--- src/rtl/morse_encoder_pkg.sv ---
// Shared definitions for the Morse transmit path: code space, gap lengths,
// FSM state encoding and the character-to-symbol lookup.
package morse_pkg;

    localparam logic [5:0] CODE_SPACE     = 6'd36;
    localparam logic [5:0] CODE_MAX_VALID = 6'd36;

    // Interval lengths in Morse units
    localparam logic [2:0] ELEM_GAP_U = 3'd1;
    localparam logic [2:0] CHAR_GAP_U = 3'd3;
    localparam logic [2:0] WORD_GAP_U = 3'd4;
    localparam logic [2:0] DASH_U     = 3'd3;
    localparam logic [2:0] DOT_U      = 3'd1;

    typedef enum logic [2:0] {
        ST_IDLE     = 3'd0,
        ST_MARK     = 3'd1,
        ST_ELEM_GAP = 3'd2,
        ST_CHAR_GAP = 3'd3,
        ST_WORD_GAP = 3'd4
    } morse_state_e;

    // len = number of elements, pat = element i in bit i, 1 = dash
    typedef struct packed {
        logic [2:0] len;
        logic [4:0] pat;
    } morse_sym_t;

    function automatic morse_sym_t morse_lookup(input logic [5:0] code);
        morse_sym_t sym;
        case (code)
            6'd0:  sym = {3'd2, 5'b00010}; // A .-
            6'd1:  sym = {3'd4, 5'b00001}; // B -...
            6'd2:  sym = {3'd4, 5'b00101}; // C -.-.
            6'd3:  sym = {3'd3, 5'b00001}; // D -..
            6'd4:  sym = {3'd1, 5'b00000}; // E .
            6'd5:  sym = {3'd4, 5'b00100}; // F ..-.
            6'd6:  sym = {3'd3, 5'b00011}; // G --.
            6'd7:  sym = {3'd4, 5'b00000}; // H ....
            6'd8:  sym = {3'd2, 5'b00000}; // I ..
            6'd9:  sym = {3'd4, 5'b01110}; // J .---
            6'd10: sym = {3'd3, 5'b00101}; // K -.-
            6'd11: sym = {3'd4, 5'b00010}; // L .-..
            6'd12: sym = {3'd2, 5'b00011}; // M --
            6'd13: sym = {3'd2, 5'b00001}; // N -.
            6'd14: sym = {3'd3, 5'b00111}; // O ---
            6'd15: sym = {3'd4, 5'b00110}; // P .--.
            6'd16: sym = {3'd4, 5'b01011}; // Q --.-
            6'd17: sym = {3'd3, 5'b00010}; // R .-.
            6'd18: sym = {3'd3, 5'b00000}; // S ...
            6'd19: sym = {3'd1, 5'b00001}; // T -
            6'd20: sym = {3'd3, 5'b00100}; // U ..-
            6'd21: sym = {3'd4, 5'b01000}; // V ...-
            6'd22: sym = {3'd3, 5'b00110}; // W .--
            6'd23: sym = {3'd4, 5'b01001}; // X -..-
            6'd24: sym = {3'd4, 5'b01101}; // Y -.--
            6'd25: sym = {3'd4, 5'b00011}; // Z --..
            6'd26: sym = {3'd5, 5'b11111}; // 0 -----
            6'd27: sym = {3'd5, 5'b11110}; // 1 .----
            6'd28: sym = {3'd5, 5'b11100}; // 2 ..---
            6'd29: sym = {3'd5, 5'b11000}; // 3 ...--
            6'd30: sym = {3'd5, 5'b10000}; // 4 ....-
            6'd31: sym = {3'd5, 5'b00000}; // 5 .....
            6'd32: sym = {3'd5, 5'b00001}; // 6 -....
            6'd33: sym = {3'd5, 5'b00011}; // 7 --...
            6'd34: sym = {3'd5, 5'b00111}; // 8 ---..
            6'd35: sym = {3'd5, 5'b01111}; // 9 ----.
            default: sym = '0;
        endcase
        return sym;
    endfunction

endpackage

--- src/rtl/morse_encoder_unit_tick.sv ---
// Reloadable down-counter: unit_tick_o is high for one cycle every
// load_val_i+1 cycles. reload_i restarts the count from load_val_i so a new
// character always begins on a full unit.
module morse_unit_tick #(
    parameter int CNT_W = 11
) (
    input  logic             clk,
    input  logic             rst,
    input  logic             reload_i,
    input  logic [CNT_W-1:0] load_val_i,
    output logic             unit_tick_o
);

    logic [CNT_W-1:0] cnt_q;
    logic [CNT_W-1:0] cnt_d;

    // Next count: reload on request or on wrap, otherwise count down
    always_comb begin
        cnt_d = cnt_q - 1'b1;
        if (reload_i || (cnt_q == '0)) begin
            cnt_d = load_val_i;
        end
    end

    // Counter register
    always_ff @(posedge clk or negedge rst) begin
        if (!rst) begin
            cnt_q <= '0;
        end else begin
            cnt_q <= cnt_d;
        end
    end

    assign unit_tick_o = (cnt_q == '0);

endmodule

--- src/rtl/morse_encoder.sv ---
// Morse transmitter: accepts character codes over valid/ready and keys
// serial_out with dots, dashes and gaps timed in units of BASE_DIV << spec.
// Optional macro MORSE_ENC_SKID_EN adds a one-entry holding register so the
// next character can be accepted while the current one is transmitted.
//
// Handshake: a character transfers on a rising clk edge where char_valid and
// char_ready are both high; char_in and spec are captured on that edge.
module morse_encoder
    import morse_pkg::*;
#(
    parameter int BASE_DIV = 12,
    parameter int CHAR_W   = 6,
    parameter int SPEC_W   = 3
) (
    input  logic              clk,
    input  logic              rst,
    input  logic [SPEC_W-1:0] spec,
    input  logic [CHAR_W-1:0] char_in,
    input  logic              char_valid,
    output logic              char_ready,
    output logic              serial_out,
    output logic              char_done,
    output logic              char_err,
    output morse_state_e      state_dbg
);

    localparam int CNT_W = $clog2(BASE_DIV << 7);

    morse_state_e      state_q, state_d;
    logic [SPEC_W-1:0] spec_q, spec_d;
    logic [2:0]        len_q, len_d;
    logic [4:0]        pat_q, pat_d;
    logic [2:0]        elem_q, elem_d;
    logic [2:0]        unit_q, unit_d;
    logic              err_q, err_d;
    logic              up_q;

    logic              unit_tick;
    logic [2:0]        intv_len;
    logic              last_unit;
    logic              done_w;
    logic              ready_w;
    logic              accept;
    logic              start_vld;
    logic [CHAR_W-1:0] start_code;
    logic [SPEC_W-1:0] start_spec;
    logic [SPEC_W-1:0] load_spec;
    logic [CNT_W-1:0]  unit_load;
    morse_sym_t        sym;

    assign accept = char_valid && ready_w;

`ifdef MORSE_ENC_SKID_EN
    logic              hold_vld_q, hold_vld_d;
    logic [CHAR_W-1:0] hold_code_q, hold_code_d;
    logic [SPEC_W-1:0] hold_spec_q, hold_spec_d;

    assign ready_w = up_q && !hold_vld_q;

    // Choose what starts next: held entry at char_done, otherwise direct input
    always_comb begin
        start_vld   = 1'b0;
        start_code  = char_in;
        start_spec  = spec;
        hold_vld_d  = hold_vld_q;
        hold_code_d = hold_code_q;
        hold_spec_d = hold_spec_q;
        if (done_w && hold_vld_q) begin
            start_vld  = 1'b1;
            start_code = hold_code_q;
            start_spec = hold_spec_q;
            hold_vld_d = 1'b0;
        end else if (accept && ((state_q == ST_IDLE) || done_w)) begin
            start_vld = 1'b1;
        end else if (accept) begin
            hold_vld_d  = 1'b1;
            hold_code_d = char_in;
            hold_spec_d = spec;
        end
    end

    // Holding register
    always_ff @(posedge clk or negedge rst) begin
        if (!rst) begin
            hold_vld_q  <= 1'b0;
            hold_code_q <= '0;
            hold_spec_q <= '0;
        end else begin
            hold_vld_q  <= hold_vld_d;
            hold_code_q <= hold_code_d;
            hold_spec_q <= hold_spec_d;
        end
    end
`else
    assign ready_w    = up_q && (state_q == ST_IDLE);
    assign start_vld  = accept;
    assign start_code = char_in;
    assign start_spec = spec;
`endif

    // Unit length follows the incoming spec at start, the latched one after
    assign load_spec = start_vld ? start_spec : spec_q;
    assign unit_load = CNT_W'((BASE_DIV << load_spec) - 1);

    morse_unit_tick #(
        .CNT_W (CNT_W)
    ) u_unit_tick (
        .clk         (clk),
        .rst         (rst),
        .reload_i    (start_vld),
        .load_val_i  (unit_load),
        .unit_tick_o (unit_tick)
    );

    // Length in units of the interval the FSM is currently in
    always_comb begin
        intv_len = ELEM_GAP_U;
        case (state_q)
            ST_MARK:     intv_len = pat_q[elem_q] ? DASH_U : DOT_U;
            ST_ELEM_GAP: intv_len = ELEM_GAP_U;
            ST_CHAR_GAP: intv_len = CHAR_GAP_U;
            ST_WORD_GAP: intv_len = WORD_GAP_U;
            default:     intv_len = ELEM_GAP_U;
        endcase
    end

    assign last_unit = unit_tick && (unit_q == (intv_len - 3'd1)) && (state_q != ST_IDLE);
    assign done_w    = last_unit && ((state_q == ST_CHAR_GAP) || (state_q == ST_WORD_GAP));
    assign sym       = morse_lookup(start_code);

    // Next-state and datapath update
    always_comb begin
        state_d = state_q;
        spec_d  = spec_q;
        len_d   = len_q;
        pat_d   = pat_q;
        elem_d  = elem_q;
        unit_d  = unit_q;
        err_d   = 1'b0;
        if (last_unit) begin
            unit_d = 3'd0;
            case (state_q)
                ST_MARK: begin
                    if (elem_q == (len_q - 3'd1)) begin
                        state_d = ST_CHAR_GAP;
                    end else begin
                        state_d = ST_ELEM_GAP;
                    end
                end
                ST_ELEM_GAP: begin
                    elem_d  = elem_q + 3'd1;
                    state_d = ST_MARK;
                end
                default: state_d = ST_IDLE;
            endcase
        end else if (unit_tick && (state_q != ST_IDLE)) begin
            unit_d = unit_q + 3'd1;
        end
        if (start_vld) begin
            spec_d = start_spec;
            unit_d = 3'd0;
            elem_d = 3'd0;
            if (start_code < CODE_SPACE) begin
                len_d   = sym.len;
                pat_d   = sym.pat;
                state_d = ST_MARK;
            end else if (start_code == CODE_MAX_VALID) begin
                state_d = ST_WORD_GAP;
            end else begin
                err_d   = 1'b1;
                state_d = ST_IDLE;
            end
        end
    end

    // State register
    always_ff @(posedge clk or negedge rst) begin
        if (!rst) begin
            state_q <= ST_IDLE;
        end else begin
            state_q <= state_d;
        end
    end

    // Character context, error pulse and post-reset ready enable
    always_ff @(posedge clk or negedge rst) begin
        if (!rst) begin
            spec_q <= '0;
            len_q  <= '0;
            pat_q  <= '0;
            elem_q <= '0;
            unit_q <= '0;
            err_q  <= 1'b0;
            up_q   <= 1'b0;
        end else begin
            spec_q <= spec_d;
            len_q  <= len_d;
            pat_q  <= pat_d;
            elem_q <= elem_d;
            unit_q <= unit_d;
            err_q  <= err_d;
            up_q   <= 1'b1;
        end
    end

    // Outputs decoded from state
    always_comb begin
        serial_out = (state_q == ST_MARK);
        char_done  = done_w;
        char_err   = err_q;
        char_ready = ready_w;
        state_dbg  = state_q;
    end

endmodule

--- config.mk ---
export PLATFORM = sky130hd
export DESIGN_NAME = morse_encoder
export DESIGN_NICKNAME = d
export VERILOG_FILES = /design/src/rtl/morse_encoder_pkg.sv /design/src/rtl/morse_encoder_unit_tick.sv /design/src/rtl/morse_encoder.sv
export SDC_FILE = /design/constraint.sdc
export NUM_CORES = 1
export LEC_CHECK = 0
export ABC_AREA = 1
export ABC_CLOCK_PERIOD_IN_PS = 2900
export CAP_MARGIN = 40
export CORE_ASPECT_RATIO = 1.1
export CORE_UTILIZATION = 30
export CTS_CLUSTER_DIAMETER = 100
export CTS_CLUSTER_SIZE = 25
export DETAILED_ROUTE_END_ITERATION = 7
export GPL_ROUTABILITY_DRIVEN = 0
export PLACE_DENSITY = 0.54
export SYNTH_ARGS = -nofsm -noshare
export SYNTH_HDL_FRONTEND = slang
export SYNTH_HIERARCHICAL = 1
export SYNTH_SLANG_ARGS = --single-unit
--- constraint.sdc ---
create_clock -name clk -period 2.9 [get_ports clk]
set_input_delay 0.29 -clock clk [delete_from_list [all_inputs] [get_ports clk]]
set_output_delay 0.29 -clock clk [all_outputs]
set_load 0.05 [all_outputs]
After elaboration in Yosys (flattened, before gate mapping). Memories as Yosys holds them, arrays and structs flattened. A register that Yosys moved wholly into a read port is not among the register bits. Cells that the tools add are included.

Add/sub/neg operators: 6. Multipliers: 0. Divide/modulo/power cells: 0. Magnitude comparators: 2. Equality and inequality tests: 7. Shifts and indexed selects: 1. Multiplexer cells: 21. Bitwise operators: 0. Reductions and logical operators: 17.

Operators by type and width (count): $mux W3 (11); $logic_not A11 Y1 (1); $mux W11 (1); $shl A4 B3 Y11 const A (1); $sub A11 B1 Y11 const B (1); $sub A11 B2 Y11 const B (1); $pmux W3 S3 (1); $add A3 B1 Y3 const B (2); $eq A3 B2 Y1 const B (2); $eq A3 B3 Y1 (2); $eq A6 B6 Y1 const B (1); $logic_and A1 B1 Y1 (6); $lt A6 B6 Y1 const B (1); $pmux W3 S2 (1); $reduce_bool A3 Y1 (2); $sub A3 B1 Y3 const B (2); $mux W1 (5); $lt A3 B4 Y1 const B (1); $reduce_and A2 Y1 (2); $reduce_bool A2 Y1 (2); $bmux W1 S3 (1); $eq A3 B1 Y1 const B (1); $eq A3 B3 Y1 const B (1); $logic_not A3 Y1 (1); 3 further kinds (4).

Bits in registers: 25. Latch bits: 0. RAM bits: 0. Memory bits (read-only): 512. Bits of input ports: 12. Output and inout bits: 7. Logic and storage cells: 62. Memories kept: 1.

Memories: (name not given) (words 64, width 8, read ports 1, clocked after memory_dff 1, wr ports 0, line morse_encoder_pkg.sv:31) `case (code)`.

Logic depth before layout (Yosys ltp). Gate-level depths: netlist of the first run.

Depth after elaboration: 10. Gate-level depth with buffers: 16. Depth with buffers taken out: 16.

Modules after synthesis. Netlist of the first run, hierarchy kept.

By module, submodules not included: morse_encoder (times used 1, cells an instance 262, area each 1826.8 µm², sequential area each 550.5 µm²); morse_unit_tick (times used 1, cells an instance 90, area each 655.6 µm², sequential area each 275.3 µm²).

Worst setup path before layout of the first run. No wires, ideal clock.

Path kind: reg-to-output. Start: reg state_q[0] (netlist: state_dbg[0]). End: out char_done. Arrival: 2.572 ns. Data required time: 2.610 ns. Setup slack: 0.038 ns. Cell stages (with the launch flop): 10. Buffers on the path: 0. Cells stage by stage: dfrtp_1 inv_1 nor2_1 o31ai_1 ha_1 xor2_1 o21ai_0 nor2_1 nand3_2 a21oi_1.

Word-level cells in the longest chain between the ends: 7. Elaborated cells between the ends (all ways): 11. Classes of those cells: 1 x add/sub; 4 x eq/ne; 1 x mux; 5 x reduce/logical.

Ends and longest elaborated chain: start, declared (line morse_encoder.sv:29) `morse_state_e state_q, state_d;`; start signal, assigned (line morse_encoder.sv:181) `state_q <= state_d;`; $eq A3 B3 Y1, or another cell as far along (line morse_encoder.sv:118, morse_encoder.sv:128); $pmux W3 S3 (line morse_encoder.sv:118) `case (state_q)`; $sub A3 B1 Y3 (line morse_encoder.sv:127) `assign last_unit = unit_tick && (unit_q == (intv_len - 3'd1)) && (state_q != ST_IDLE);`; $eq A3 B3 Y1 (line morse_encoder.sv:127); $logic_and A1 B1 Y1 (2 in series) (line morse_encoder.sv:127); $logic_and A1 B1 Y1 (*) (line morse_encoder.sv:128) `assign done_w = last_unit && ((state_q == ST_CHAR_GAP) || (state_q == ST_WORD_GAP));`; end, declared (line morse_encoder.sv:22) `output logic char_done,`.

Mark *: on every way between the ends. The rest lies on a longest branch, timed or not.

Worst setup path in the final report of the first run.
Start: reg elem_q[0]. End: out char_done.

Word-level cells in the longest chain between the ends: 9.

Ends and longest elaborated chain: start, declared (line morse_encoder.sv:33) `logic [2:0] elem_q, elem_d;`; start signal, assigned (line morse_encoder.sv:199) `elem_q <= elem_d;`; $bmux W1 S3 (line morse_encoder.sv:119) `ST_MARK: intv_len = pat_q[elem_q] ? DASH_U : DOT_U;`; $mux W1 (implied by the code) (line morse_encoder.sv:119); $mux W2 (line morse_encoder.sv:119); $pmux W3 S3 (line morse_encoder.sv:118); $sub A3 B1 Y3 (line morse_encoder.sv:127); $eq A3 B3 Y1 (line morse_encoder.sv:127); $logic_and A1 B1 Y1 (2 in series) (line morse_encoder.sv:127); $logic_and A1 B1 Y1 (line morse_encoder.sv:128).

Every way passes these cells. The select of a mux whose other input is x is not followed.

==> metrics, run 1 <==
GRT Total Usage approximately 14%; Max stage delay cell, worst path dfrtp_2; Final WS setup about 220 ps; Chip Width approximately 90 µm; reg2reg setup slack about 440 ps; Worst Path Arrival around 2400 ps; CTS sink cnt 33; actual slew at the worst max-slew pin roughly 500 ps; Syn Std Cell Area approximately 2500 µm²; Final Hold Viols 0; CP Class flop to primary output; clk_lat worst skew 280 ps; CTS tree done; Detail Route Antenna Nets 0; max_slew headroom roughly two thirds; Worst R2R Path Depth 14; post-DP HPWL 4120 µm; top-area cell type share of the netlist area roughly a third; Critical Path Max Stage Delay roughly 460 ps; fillers 858; GRT overflow 0; share of cells above drive strength 1 between 10 and 15%; worst slack, placed around 320 ps; crit path cell chain inv_1 -> nand2_1 -> o211ai_1 -> a21oi_1 -> o31ai_1 -> ha_1 -> xor2_1 -> o21ai_0 -> nor2_1 -> nand3_2 -> a21oi_2 -> buf_12; Worst Setup EP char_done; row count 34; top cells by area, synth dfrtp_1 33%, nand2_1 15%, inv_1 7.3%; CTS Buffer Depth 2; Avg Cell Area, Syn a little over 7 µm²; Initial Util between 30% and 40%; Crit Path Max Fanout 7; path length in cells of the critical path 12; Clock Skew roughly 3.8 ps; Crit. End Element primary output; pwr dens 844 nW/µm²; register area 827 µm²; register area share after synthesis 33.3%; Yosys reg bits 33; synth warn 6; number of setup violations in the final report 0; CTS clk-pin slew, worst paths ~70 ps; RSZ-0062 raised after global routing false; outcome finished clean; gate count after technology mapping ~350; # DRC 0; startpoint class of the critical path flop; Fin Setup TNS 0 ps; Root Buffer clkbuf_8; period utilization about 93%; biggest area consumer among synthesized cells dfrtp_1; CORE AREA a little under 8000 µm²; family with the most delay on the worst path compound AO/OA/AOI/OAI gates; Yosys cell types 31; WL/cell 11.2 µm; Max-cap violations 0; WP buf/inv 2; vias in the first global route 2,130; Setup crit start elem_q[0]; maximum vdd ir drop between 200 and 250 µV; commonest non-fill, non-tap cell in the layout nand2_1; most frequent cells in the layout 101 x nand2_1, 48 x inv_1, 32 x dfrtp_1, 29 x o21ai_0, 23 x nor2_1; global-route wire length before repair a little under 10,000 µm; fin crit period approximately 2700 ps; reg-to-reg startpoint state_dbg[1]; worst hold-check path type primary input to async pin; hold-fix buffers at CTS 0; final wirelength 5450 µm; multi-input logic area between 1000 and 1500 µm²; Leak approximately 0.0014 µW; initial antenna violation count 0; initial DRC count slightly above 70; IO Port Bufs 18; maximum clock rate roughly 370 MHz; Pre-antenna DRT Iters 5; FF-to-FF End u_unit_tick/cnt_q[8]; H-Tree Depth 2; Slew Viols, Final 0; nets between 400 and 500; die height approximately 97 µm; Num CTS Buffers 5; Critical Path RT between 2000 and 3000 ps; via count 2,202; largest net degree at the start of global routing 34; I/O Pins 19; Vias/cell approximately 4.5; die footprint just under 9000 µm²; diode count 0; area grow syn2layout 16.6%
## what timing repair did
item / 4_1_cts / 5_1_grt
resized for setup: 0 / 2
buffers inserted: 0 / 2
endpoints found under the setup margin: 0 / 1
## report_power, final
group | switching (µW) | internal, µW
combinational | 826 | 507
sequential | 140 | 638
clock | 164 | 171
## routing by layer
layer	global-route usage, %	part of all wire (%)	vias to the layer above
li1	-	-	1168
met1	19.3	50	985
met2	22.5	46	42
met3	2.63	3.1	7
met4	4.34	1.1	0
met5	0	0	-
## layout make-up
class,count,area share [%]
Tap cell,108,4.67
Inverter,52,6.83
Sequential cell,33,28.6
Multi-Input combinational cell,264,49.6
Timing Repair Buffer,22,7.61
Clock buffer,8,2.77
## registers in the layout, summed over array words and instances, names as in the netlist
signal,count
unit_q,3
elem_q,3
state_dbg,3
spec_q,3
pat_q,5
u_unit_tick/cnt_q,11
char_err,1
len_q,3
up_q,1
## worst min path at each step
| stage | startpoint | cells past startpoint | end |
|---|---|---|---|
| global route | rst | 2 | u_unit_tick/cnt_q[9] |
| floorplan | rst | 0 | char_err |
| global placement | u_unit_tick/cnt_q[0] | 1 | u_unit_tick/cnt_q[0] |
| finish | rst | 2 | u_unit_tick/cnt_q[9] |
| detailed placement | u_unit_tick/cnt_q[0] | 1 | u_unit_tick/cnt_q[0] |
| CTS | rst | 2 | u_unit_tick/cnt_q[7] |
## cells by family (layout without fill, tap and decap cells)
| logic type | count (synthesis) | count (layout) | share of synthesized area, % |
|---|---|---|---|
| and+or+nand+nor | 181 | 181 | 34.5 |
| other | 1 | 3 | 0.151 |
| buffers and inverters | 57 | 82 | 9.37 |
| xor gates and xnor gates | 13 | 13 | 4.59 |
| DFF | 33 | 33 | 33.3 |
| AOI/OAI and AO/OA | 54 | 54 | 11.5 |
| adders and majority gates | 13 | 13 | 6.55 |
## synthesized netlist by cell type
library cell and n:
nor2_1 23, nand2_1 101, o21ai_0 29, dfrtp_1 33, a21oi_1 17, nand2_4 4, nand3_2 2, o21ai_1 1
buf_8 1, nand3b_1 3, inv_4 1, nand2_2 8, nor2_4 4, conb_1 1, nand3_1 22, nor2_2 5
clkbuf_2 1, xor2_1 5, inv_2 3, o31ai_1 1, or2_2 2, xnor2_1 8, o2111ai_1 1, ha_1 13
inv_1 48, o211ai_1 3, buf_2 3, o22ai_1 2, nor3_1 3, nand4_4 1, nand4_1 3
## per-stage QoR
stage / hold WS [ps] / cells / total power [µW] / instance area [µm²] / util, %
2_1_floorplan: -5.59 / 354 / 1820 / 2490 / -
3_3_place_gp: 457 / 477 / 2100 / 2800 / 35.1
3_5_place_dp: 462 / 477 / 2110 / 2800 / 35.1
4_1_cts: 427 / 485 / 2470 / 2880 / 36.1
5_1_grt: 458 / 487 / 2700 / 2900 / 36.4
6_report: 410 / 487 / 2440 / 2900 / 36.4
Power figures use the tool's default switching activity.
==> inputs of run 2 (changes only) <==
--- a/config.mk
+++ b/config.mk
@@ -10,6 +10,7 @@
 export CAP_MARGIN = 40
 export CORE_ASPECT_RATIO = 1.1
 export CORE_UTILIZATION = 30
+export CTS_BUF_LIST = sky130_fd_sc_hd__clkbuf_8
 export CTS_CLUSTER_DIAMETER = 100
 export CTS_CLUSTER_SIZE = 25
 export DETAILED_ROUTE_END_ITERATION = 7
==> run 2 against run 1 <==
Final cell count did not move. Sequential share of layout area did not move. Sequential power hardly changed. Clock-buffer cell count down 3. Maximum frequency grew 0.16%. Global-route usage did not move. Worst setup slack improved by 4.2 ps. Die area stayed put. Total power down 0.47%. Clock power is 3% lower. Largest cell class unchanged. Largest power group unchanged.
==> metrics, run 2 (synthesis gave the netlist of run 1 again) <==
outcome finished clean (unchanged); hold-fix buffers at CTS 0 (unchanged); die footprint 8640 µm² (unchanged); Leak 0.00142 µW (was 0.00141 µW); DR WL met2 2500 µm (about the same); FF-to-FF End u_unit_tick/cnt_q[8] (unchanged); Worst R2R Path Depth 14 (unchanged); RSZ-0062 raised after global routing false (unchanged); IO Port Bufs 18 (unchanged); Root Buffer clkbuf_8 (unchanged); CORE AREA 7960 µm² (unchanged); actual slew at the worst max-slew pin 502 ps (unchanged); Switch Pwr 1130 µW (about the same); via count 2,201 (was 2,202); Met1 Wirelength 2720 µm (about the same); Clock Skew 4.18 ps (was 3.83 ps); GRT overflow 0 (unchanged); maximum clock rate 373 MHz (about the same); multi-input logic area 1440 µm² (unchanged); clock share of power 13.3% (was 13.7%); initial antenna violation count 0 (unchanged); share of cells above drive strength 1 11.1% (unchanged); Internal Power 1300 µW (was 1320 µW); nets 403 (unchanged); Fin Setup TNS 0 ps (unchanged); largest registers u_unit_tick/cnt_q: 11 flops, pat_q: 5 flops (unchanged); global-route wire length before repair 9600 µm (unchanged); final core utilization 36.4% (unchanged); Chip Width 88.7 µm (unchanged); initial DRC count 71 (unchanged); Worst Path Arrival 2390 ps (about the same); Largest Register u_unit_tick/cnt_q (unchanged); Critical Path RT 2610 ps (about the same); period utilization 92.4% (was 92.5%); H-Tree Depth 2 (unchanged); CTS sink cnt 33 (unchanged); Crit Path Max Fanout 7 (unchanged); vias in the first global route 2,130 (unchanged); CTS tree done (unchanged); Slew Viols, Final 0 (unchanged); clk_lat worst skew 280 ps (about the same); Num CTS Buffers 5 (unchanged); WL/cell 11.2 µm (about the same); largest net degree at the start of global routing 34 (unchanged); reg-to-reg startpoint state_dbg[1] (unchanged); number of flip-flops in the largest register 11 (unchanged); sequential power share 32.0% (was 31.8%); fillers 858 (unchanged); diode count 0 (unchanged); Initial Util 31.2% (unchanged); Detail Route Antenna Nets 0 (unchanged); reg2reg setup slack 440 ps (about the same); pwr dens 840 nW/µm² (was 844 nW/µm²); number of setup violations in the final report 0 (unchanged); Comb power frac 54.7% (was 54.5%); Max-cap violations 0 (unchanged); sw frac 46.4% (was 46.2%); maximum vdd ir drop 241 µV (was 240 µV); # DRC 0 (unchanged); most frequent cells in the layout 101 x nand2_1, 51 x inv_1, 32 x dfrtp_1, 29 x o21ai_0, 23 x nor2_1 (was 101 x nand2_1, 48 x inv_1, 32 x dfrtp_1, 29 x o21ai_0, 23 x nor2_1); worst hold-check path type primary input to async pin (unchanged); area grow syn2layout 16.6% (unchanged); Final Hold Viols 0 (unchanged); I/O Pins 19 (unchanged); fin crit period 2680 ps (about the same); final wirelength 5460 µm (was 5450 µm); CTS clk-pin slew, worst paths 70 ps (about the same); commonest non-fill, non-tap cell in the layout nand2_1 (unchanged); max_slew headroom 66.4% (unchanged); CTS Buffer Depth 2 (unchanged); GRT Total Usage 14.2% (unchanged); Vias/cell 4.52 (about the same); register area 827 µm² (unchanged); row count 34 (unchanged); startpoint class of the critical path flop (unchanged); die height 97.4 µm (unchanged); CP Class flop to primary output (unchanged); Pre-antenna DRT Iters 4 (was 5); post-DP HPWL 4120 µm (unchanged); met3 wire len 175 µm (was 170 µm); Crit. End Element primary output (unchanged); top sig layer met4 (unchanged)
run 2: repair_timing:
action / in CTS / in global routing
endpoints found under the setup margin: 0 / 1
resized for setup: 0 / 2
buffers inserted: 0 / 2
run 2: worst max path at each step:
stage,from,to,depth (start not counted)
floorplan,state_dbg[0],char_done,9
global placement,elem_q[0],char_done,11
detailed placement,char_valid,u_unit_tick/cnt_q[8],14
CTS,elem_q[0],char_done,11
global route,elem_q[0],char_done,11
finish,elem_q[0],char_done,12
run 2: metal layers:
metal	global-route usage, %	vias up
li1	-	1167
met1	19.3	979
met2	22.5	46
met3	2.63	9
met4	4.34	0
met5	0	-
run 2: critical path: stages, from the launching register on:
cell and delay, ps:
dfrtp_2 450, inv_1 100, nand2_1 50, o211ai_1 80
a21oi_1 100, o31ai_1 250, ha_1 290, xor2_1 140
o21ai_0 90, nor2_1 120, nand3_2 110, a21oi_2 170
buf_12 150
run 2: final cells by class:
| class | instances | area share [%] |
|---|---|---|
| sequential | 33 | 28.6 |
| clock inverter | 3 | 0.389 |
| inverter | 52 | 6.83 |
| timing repair buffer | 22 | 7.61 |
| tap | 108 | 4.67 |
| multi-input combinational | 264 | 49.6 |
| clock buffer | 5 | 2.38 |
run 2: power by group through the flow:
| stage | combinational [µW] | sequential [µW] | clock, µW |
|---|---|---|---|
| 2_1_floorplan | 1020 | 797 | 0 |
| 3_3_place_gp | 1310 | 789 | 0 |
| 3_5_place_dp | 1320 | 788 | 0 |
| 4_1_cts | 1340 | 779 | 343 |
| 5_1_grt | 1530 | 801 | 360 |
| 6_report | 1330 | 777 | 324 |
run 2: metrics by stage:
stage / total power, µW / setup slack (ps) / instance area (µm²) / cells / hold WS (ps)
2_1_floorplan: 1820 / 38.2 / 2490 / 354 / -5.59
3_3_place_gp: 2100 / 289 / 2800 / 477 / 457
3_5_place_dp: 2110 / 315 / 2800 / 477 / 462
4_1_cts: 2460 / 4.38 / 2880 / 485 / 427
5_1_grt: 2690 / 23.3 / 2900 / 487 / 458
6_report: 2430 / 221 / 2900 / 487 / 410
==> inputs of run 3 (changes only) <==
--- a/config.mk
+++ b/config.mk
@@ -9,6 +9,7 @@
 export ABC_CLOCK_PERIOD_IN_PS = 2900
 export CAP_MARGIN = 40
 export CORE_ASPECT_RATIO = 1.1
+export CORE_MARGIN = 2
 export CORE_UTILIZATION = 30
 export CTS_BUF_LIST = sky130_fd_sc_hd__clkbuf_8
 export CTS_CLUSTER_DIAMETER = 100
@@ -20,3 +21,4 @@
 export SYNTH_HDL_FRONTEND = slang
 export SYNTH_HIERARCHICAL = 1
 export SYNTH_SLANG_ARGS = --single-unit
+export TNS_END_PERCENT = 100
==> run 3 against run 2 <==
Non-clock buffer count decreased by 1. Critical endpoint unchanged. Sequential power grew 0.6%. Total power down 0.55%. Worst setup slack improved by 89 ps. Clock power fell by 3%. Cell area is 0.48% lower. Clock-buffer cell count unchanged. Combinational power is essentially flat. Flip-flop and latch count did not move.
==> metrics, run 3 (synthesis gave the netlist of run 1 again) <==
Met1 Wirelength 2680 µm (was 2720 µm); Critical Path Max Stage Delay 450 ps (about the same); commonest non-fill, non-tap cell in the layout nand2_1 (unchanged); die footprint 9020 µm² (was 8640 µm²); RSZ-0062 raised after global routing false (unchanged); nets 402 (was 403); initial DRC count 102 (was 71); DR WL met2 2470 µm (was 2500 µm); Worst R2R Path Depth 14 (unchanged); clk_lat worst skew 280 ps (about the same); maximum clock rate 386 MHz (was 373 MHz); CTS tree done (unchanged); actual slew at the worst max-slew pin 502 ps (about the same); number of flip-flops in the largest register 11 (unchanged); GRT Total Usage 13.1% (was 14.2%); post-DP HPWL 4180 µm (was 4120 µm); Clock Skew 6.54 ps (was 4.18 ps); most frequent cells in the layout 101 x nand2_1, 47 x inv_1, 32 x dfrtp_1, 28 x o21ai_0, 23 x nor2_1 (was 101 x nand2_1, 51 x inv_1, 32 x dfrtp_1, 29 x o21ai_0, 23 x nor2_1); Max-cap violations 0 (unchanged); period utilization 89.3% (was 92.4%); fin crit period 2590 ps (was 2680 ps); worst hold-check path type primary input to async pin (unchanged); # DRC 0 (unchanged); H-Tree Depth 2 (unchanged); Leak 0.00140 µW (was 0.00142 µW); max_slew headroom 66.4% (about the same); area grow syn2layout 16.1% (was 16.6%); WL/cell 11.1 µm (was 11.2 µm); Initial Util 31.2% (unchanged); Detail Route Antenna Nets 0 (unchanged); die height 99.4 µm (was 97.4 µm); fin area 2880 µm² (was 2900 µm²); number of setup violations in the final report 0 (unchanged); CP Class flop to primary output (unchanged); CORE AREA 7960 µm² (unchanged); Largest Register u_unit_tick/cnt_q (unchanged); Final Hold Viols 0 (unchanged); Crit Path Max Fanout 7 (unchanged); top sig layer met4 (unchanged); Pre-antenna DRT Iters 4 (unchanged); maximum vdd ir drop 191 µV (was 241 µV); Slew Viols, Final 0 (unchanged); Critical Path RT 2610 ps (about the same); CTS clk-pin slew, worst paths 70 ps (about the same); CTS sink cnt 33 (unchanged); share of cells above drive strength 1 11.4% (was 11.1%); vias in the first global route 2,185 (was 2,130); IO Port Bufs 18 (unchanged); crit path cell chain inv_2 -> nand2_1 -> o211ai_1 -> a21oi_1 -> o31ai_1 -> ha_1 -> xor2_1 -> o21ai_1 -> nor2_1 -> nand3_2 -> a21oi_2 -> buf_12 (was inv_1 -> nand2_1 -> o211ai_1 -> a21oi_1 -> o31ai_1 -> ha_1 -> xor2_1 -> o21ai_0 -> nor2_1 -> nand3_2 -> a21oi_2 -> buf_12); GRT overflow 0 (unchanged); Worst Path Arrival 2300 ps (was 2390 ps); placed instance area 2800 µm² (unchanged); Root Buffer clkbuf_8 (unchanged); I/O Pins 19 (unchanged); Crit. End Element primary output (unchanged); diode count 0 (unchanged); outcome finished clean (unchanged); largest registers u_unit_tick/cnt_q: 11 flops, pat_q: 5 flops (unchanged); initial antenna violation count 0 (unchanged); Vias/cell 4.52 (about the same); CTS Buffer Depth 2 (unchanged); pwr dens 840 nW/µm² (about the same); Chip Width 90.7 µm (was 88.7 µm); hold-fix buffers at CTS 0 (unchanged); row count 34 (unchanged); Fin Setup TNS 0 ps (unchanged); Num CTS Buffers 5 (unchanged); startpoint class of the critical path flop (unchanged); Max stage delay cell, worst path dfrtp_2 (unchanged); final wirelength 5390 µm (was 5460 µm); via count 2,187 (was 2,201); global-route wire length before repair 9750 µm (was 9600 µm); met3 wire len 131 µm (was 175 µm); largest net degree at the start of global routing 34 (unchanged)
run 3: cell type report:
class	count	area, µm²
Clock buffer	5	68.8
Clock inverter	1	5.00
Fill cell	862	5070
Inverter	52	198
Multi-Input combinational cell	264	1440
Sequential cell	33	827
Tap cell	108	135
Timing Repair Buffer	21	213
run 3: path summary, 6_finish.rpt:
path / startpoint / to / slack [ps]
setup / recovery: elem_q[0] / char_done / 310
hold / removal: rst / elem_q[1] / 410
setup reg to reg: state_dbg[1] / u_unit_tick/cnt_q[8] / 490
hold reg to reg: pat_q[4] / pat_q[4] / 490
max in group asynchronous: rst / elem_q[0] / 2160
min in group clk: pat_q[4] / pat_q[4] / 490
run 3: power by group:
group          switching, µW  internal [µW]
registers                143            639
clock network            156            158
logic                    817            507
run 3: per-layer routing:
metal	track usage, %	up-vias
met5	0	-
met4	6.15	0
met3	1.59	8
met2	21.4	38
met1	17.3	982
li1	-	1159
run 3: worst max-delay path: cells and delay by family (launching register included):
family	cells	cell delay (ps)
xor+xnor	1	150
simple gates	3	270
buf+inv	2	230
compound gates	5	640
flops	1	450
fa+ha+maj	1	280
run 3: stage by stage:
stage	power [µW]	hold WS, ps	instances	worst slack, ps	utilization [%]
after floorplan	1820	-5.59	354	38.2	-
after global placement	2100	461	477	447	35.1
after detailed placement	2120	477	477	320	35.1
after CTS	2450	423	483	82.8	36.1
after global routing	2690	461	484	16.5	36.2
final	2420	405	484	310	36.2
run 3: what timing repair did:
item	in CTS	in global routing
gates resized for setup	0	4
setup buffers	0	1
endpoints found under the setup margin	0	1
